**src/rtl/uart_tx.sv**
```systemverilog
// UART transmitter: serialises one byte per frame as start, 5-8 LSB-first data bits, optional parity, 1-2 stop bits.
// Latency: transfer at edge T drives the start bit from T+1; a frame occupies (1+N+P+S)*(div+1) cycles.
// Backpressure: tx_ready_o is low from the transfer until the frame has finished; tx_valid_i is held by the source meanwhile.
//
// Ports:
//   clk_i, rstn_i       clock, synchronous active-low reset
//   cfg_*_i             frame configuration (divider, enable, parity, data bits, stop bits), captured per frame
//   tx_data_i/valid/ready  byte input handshake
//   tx_o                registered serial line (idle high)
//   busy_o              high while a frame is on the line
module uart_tx (
    input  logic        clk_i,
    input  logic        rstn_i,
    output logic        tx_o,
    output logic        busy_o,
    input  logic [15:0] cfg_div_i,
    input  logic        cfg_en_i,
    input  logic        cfg_parity_en_i,
    input  logic [1:0]  cfg_parity_sel_i,
    input  logic [1:0]  cfg_bits_i,
    input  logic        cfg_stop_bits_i,
    input  logic [7:0]  tx_data_i,
    input  logic        tx_valid_i,
    output logic        tx_ready_o
);

    typedef enum logic [2:0] {
        IDLE,
        START_BIT,
        DATA,
        PARITY,
        STOP_BIT
    } state_t;

    state_t      state_q;
    logic [15:0] baud_q;
    logic [2:0]  bit_q;
    logic [7:0]  shift_q;
    logic        par_q;
    logic        stop_cnt_q;
    logic        tx_q;

    // Frame settings captured at the transfer so mid-frame config writes are harmless.
    logic [15:0] div_q;
    logic [1:0]  bits_q;
    logic        par_en_q;
    logic [1:0]  par_sel_q;
    logic        stop_q;

    logic        bit_end;
    logic        last_bit;
    logic        par_acc;
    logic        par_bit;

    assign bit_end  = (baud_q == div_q);
    // Bit index of the last data bit is N-1 = 4 + cfg_bits.
    assign last_bit = (bit_q == (3'd4 + {1'b0, bits_q}));
    // Parity including the bit currently on the line, needed at the DATA->PARITY edge.
    assign par_acc  = par_q ^ shift_q[0];

    always_comb begin
        par_bit = 1'b0;
        case (par_sel_q)
            2'b00:   par_bit = ~par_acc;
            2'b01:   par_bit = par_acc;
            2'b10:   par_bit = 1'b0;
            default: par_bit = 1'b1;
        endcase
    end

    // tx_q is loaded with the level of the state being entered, so the line
    // changes on the same edge as the state and stays registered.
    always_ff @(posedge clk_i) begin
        if (!rstn_i || !cfg_en_i) begin
            state_q    <= IDLE;
            baud_q     <= 16'd0;
            bit_q      <= 3'd0;
            shift_q    <= 8'd0;
            par_q      <= 1'b0;
            stop_cnt_q <= 1'b0;
            tx_q       <= 1'b1;
            if (!rstn_i) begin
                div_q     <= 16'd0;
                bits_q    <= 2'd0;
                par_en_q  <= 1'b0;
                par_sel_q <= 2'd0;
                stop_q    <= 1'b0;
            end
        end else begin
            case (state_q)
                IDLE: begin
                    tx_q <= 1'b1;
                    if (tx_valid_i) begin
                        state_q    <= START_BIT;
                        shift_q    <= tx_data_i;
                        div_q      <= cfg_div_i;
                        bits_q     <= cfg_bits_i;
                        par_en_q   <= cfg_parity_en_i;
                        par_sel_q  <= cfg_parity_sel_i;
                        stop_q     <= cfg_stop_bits_i;
                        baud_q     <= 16'd0;
                        bit_q      <= 3'd0;
                        par_q      <= 1'b0;
                        stop_cnt_q <= 1'b0;
                        tx_q       <= 1'b0;
                    end
                end
                START_BIT: begin
                    if (bit_end) begin
                        state_q <= DATA;
                        baud_q  <= 16'd0;
                        tx_q    <= shift_q[0];
                    end else begin
                        baud_q <= baud_q + 16'd1;
                    end
                end
                DATA: begin
                    if (bit_end) begin
                        baud_q  <= 16'd0;
                        par_q   <= par_acc;
                        shift_q <= {1'b0, shift_q[7:1]};
                        if (last_bit) begin
                            bit_q <= 3'd0;
                            if (par_en_q) begin
                                state_q <= PARITY;
                                tx_q    <= par_bit;
                            end else begin
                                state_q    <= STOP_BIT;
                                stop_cnt_q <= 1'b0;
                                tx_q       <= 1'b1;
                            end
                        end else begin
                            bit_q <= bit_q + 3'd1;
                            tx_q  <= shift_q[1];
                        end
                    end else begin
                        baud_q <= baud_q + 16'd1;
                    end
                end
                PARITY: begin
                    if (bit_end) begin
                        state_q    <= STOP_BIT;
                        baud_q     <= 16'd0;
                        stop_cnt_q <= 1'b0;
                        tx_q       <= 1'b1;
                    end else begin
                        baud_q <= baud_q + 16'd1;
                    end
                end
                STOP_BIT: begin
                    tx_q <= 1'b1;
                    if (bit_end) begin
                        baud_q <= 16'd0;
                        if (stop_cnt_q == stop_q) begin
                            state_q <= IDLE;
                        end else begin
                            stop_cnt_q <= 1'b1;
                        end
                    end else begin
                        baud_q <= baud_q + 16'd1;
                    end
                end
                default: begin
                    state_q <= IDLE;
                    tx_q    <= 1'b1;
                end
            endcase
        end
    end

    assign tx_o       = tx_q;
    assign busy_o     = (state_q != IDLE);
    assign tx_ready_o = (state_q == IDLE) & cfg_en_i;

endmodule
```
**config.mk**
```make
export PLATFORM = sky130hd
export DESIGN_NAME = uart_tx
export DESIGN_NICKNAME = d
export VERILOG_FILES = /design/src/rtl/uart_tx.sv
export SDC_FILE = /design/constraint.sdc
export NUM_CORES = 1
export LEC_CHECK = 0
export ABC_AREA = 1
export CORE_MARGIN = 3
export CORE_UTILIZATION = 25
export DETAILED_ROUTE_END_ITERATION = 16
export PLACE_DENSITY = 0.42
export SKIP_CTS_REPAIR_TIMING = 1
export SYNTH_ARGS = -nofsm -noshare
export SYNTH_HDL_FRONTEND = slang
export SYNTH_SLANG_ARGS = --single-unit
export TNS_END_PERCENT = 50
```
**constraint.sdc**
```tcl
create_clock -name clk_i -period 2.49 [get_ports clk_i]
set_input_delay 0.249 -clock clk_i [delete_from_list [all_inputs] [get_ports clk_i]]
set_output_delay 0.249 -clock clk_i [all_outputs]
set_load 0.02 [all_outputs]
```
==> results.toml <==
[pwr]
p_sw_share_pct = 34.58
powerDensity_nw_per_um2 = 697.0
power_frac_seq_pct = 42.5
p_leak_nw = 1.647
p_switching_uw = 888.9
power.internal_mw = 1.682
p_clk_share_pct = 26.4
pwr-share-comb_pct = 31.1
ir_worst_vdd_v = 0.0002723

[global_routing]
grt_first_pass_wirelength_um = 11300
grt_overflow = 0
antenna_found_initial = 0
grt_max_degree = 29
grt_pass1_vias = 2363
grt_usage_pct = 10.51

[critical_path]
worstPathArrival_ns = 1.83
regToRegStartpoint = "baud_q[14]"
crit_type = "register to primary output"
critPathLaunchType = "register"
required_ns = 2.24
crit_fanout = 6
r2r_cells = 11
cp-end-kind = "primary output"
crit_start = "state_q[2]"

[floorplan]
placementRows = 39
die_h_um = 116.5
start_util_pct = 26.19
ios = 37
core_um2 = 11660
dieArea_um2 = 13580
die_w_um = 116.5

[sta]
fin_crit_sh_pct = 83.42
final-max-slew-violation-count = 0
period_minus_slack_ns = 2.077
fmax_ghz = 0.4814
slew_headroom_pct = 65.25
worst_pin_slew_ns = 0.5207
final-hold-violation-count = 0
rsz0062_at_grt = "false"
setup_viol_count_final = 0
tns_ns = 0
fin_skew_ns = 0.005552

[routing]
post_drt_via_cell_ratio = 4.074
route.vias.total = 2534
wl_um = 6618
wl_per_cell_um = 10.64
drc = 0
final_antenna_net_count = 0
dr.pass1.iters = 4
drt-initial-drc-count = 136

[clocking]
clockRootBuffer = "clkbuf_16"
cts_max_path_buffers = 2
cts_buffers = 5
cts_sinks = 55
cts_tree = "yes"
clk_pin_slew_ns = 0.07
clkLatencyLatePin_ns = 0.29
h-tree-depth = 2

[logic_synthesis]
synth_cell_type_count = 33
yosys_warnings = 0
syn_inst = 441
synth_nets = 477
avgSynthCellArea_um2 = 6.926
syn_area_um2 = 3054
yosysSeqAreaShare_pct = 43.26
synth_seq_cells = 55

[status]
status = "finished, final reports clean"

[finish]
final.fill_count = 1237
syn_to_final_growth_pct = 20.77
finalNetCount = 514
final_area_um2 = 3689
utilization_pct = 31.63
drive_gt1_share_pct = 7.098
n_antenna_cell = 0

[worst_hold_path]
hp-start = "shift_q[7]"
min_path_cells = 2
hp-class = "register to register"

[placement]
globalplace.congestion = 0.7904
postPlaceCellArea_um2 = 3552
hpwl_um = 4846
port-buffer-count = 36

[run]
drv_cap = 0
-- Yosys cell counts (all sizes together) --
master,instances,share of area (%)
nand2,135,17
nor2,88,11
inv,77,9.5
dfxtp,33,22
edfxtp,22,22
o21ai,21,4.3
nand3,14,2.5
a21oi,12,2.1
xor2,10,2.9
nor3,8,1.5
buf,6,1.8
clkbuf,4,0.53
ha,2,0.82
a211oi,1,0.25
a31oi,1,0.20
clkinv,1,0.12
nand3b,1,0.25
nand4,1,0.20
nor3b,1,0.25
o2111ai,1,0.29
or2,1,0.20
xnor2,1,0.29
-- stage by stage --
stage / cells / hold slack [ns] / setup slack (ns) / total power [mW]
after floorplan: 441 / 0.4090 / 0.4339 / 1.703
after global placement: 614 / 0.4569 / 0.5113 / 1.921
after detailed placement: 614 / 0.4690 / 0.5047 / 1.922
after CTS: 622 / 0.4799 / 0.4197 / 2.616
after global routing: 622 / 0.5215 / 0.2761 / 2.769
final: 622 / 0.4713 / 0.4129 / 2.571
-- power by group through the flow --
stage	Sequential (mW)	Combinational [mW]	Clock, mW
3_5_place_dp	1.11	0.811	0
2_1_floorplan	1.09	0.610	0
6_report	1.09	0.801	0.679
4_1_cts	1.09	0.814	0.712
3_3_place_gp	1.11	0.809	0
5_1_grt	1.10	0.925	0.741
-- worst paths after layout --
path,end,slack (ns)
setup reg to reg,baud_q[12],0.64
setup / recovery,tx_ready_o,0.41
hold reg to reg,shift_q[7],0.47
hold / removal,shift_q[7],0.47
-- kinds of logic after synthesis --
| logic type | count (synthesis) | share of synthesized area [%] |
|---|---|---|
| fa+ha+maj | 2 | 0.8192 |
| simple gates | 249 | 33.72 |
| xor+xnor | 11 | 3.154 |
| compound gates | 36 | 7.129 |
| flops | 55 | 43.26 |
| buf+inv | 88 | 11.92 |
-- critical path: stages, from the launching register on --
cell and delay (ns):
dfxtp_1 0.37, nor2_1 0.15, inv_1 0.05, nor2_1 0.12, inv_1 0.10, nor2_1 0.13, clkdlybuf4s50_1 0.62
-- per-layer routing --
metal	share of wire [%]	up-vias	GRT usage, %
li1	-	1410	-
met1	53	1084	14.98
met2	43	35	16.21
met3	3.4	5	2.176
met4	1.2	0	2.752
met5	0	-	0
-- cell type report --
cell class                      instances  area, µm²  share of cell area [%]
Timing Repair Buffer                   40      390.4                   10.58
Sequential cell                        55       1321                   35.82
Tap cell                              143      178.9                   4.851
Inverter                               78      292.8                   7.938
Multi-Input combinational cell        298       1369                   37.11
Clock buffer                            6      128.9                   3.494
Clock inverter                          2      7.507                  0.2035
-- state kept, by name, summed over array words and instances (netlist names) --
name and cells:
baud_q 16, div_q 16, shift_q 8, bit_q 3
state_q 3, bits_q 2, par_sel_q 2, par_en_q 1
par_q 1, stop_cnt_q 1, stop_q 1, tx_o 1
-- cell usage in the layout (no fill, tap or decap) --
cell and count:
nand2_1 131, nand3_1 13, nand2_2 1, nor3_2 1, buf_4 4, o21ai_2 1
or2_2 1, nor2_1 80, dfxtp_1 33, clkinv_1 3, a31oi_1 1, ha_1 2
nor3b_1 1, inv_1 71, nor3_1 7, edfxtp_1 22, inv_2 6, nand3_2 1
nand4_1 1, o21ai_4 2, a21oi_1 11, xnor2_1 1, a21oi_2 1, nand3b_1 1
nand2_4 3, clkdlybuf4s50_1 36, nor2_2 8, xor2_1 10, clkbuf_16 5, a211oi_1 1
clkbuf_1 1, o21ai_0 18, o2111ai_1 1
(Power assumes the default switching activity.)
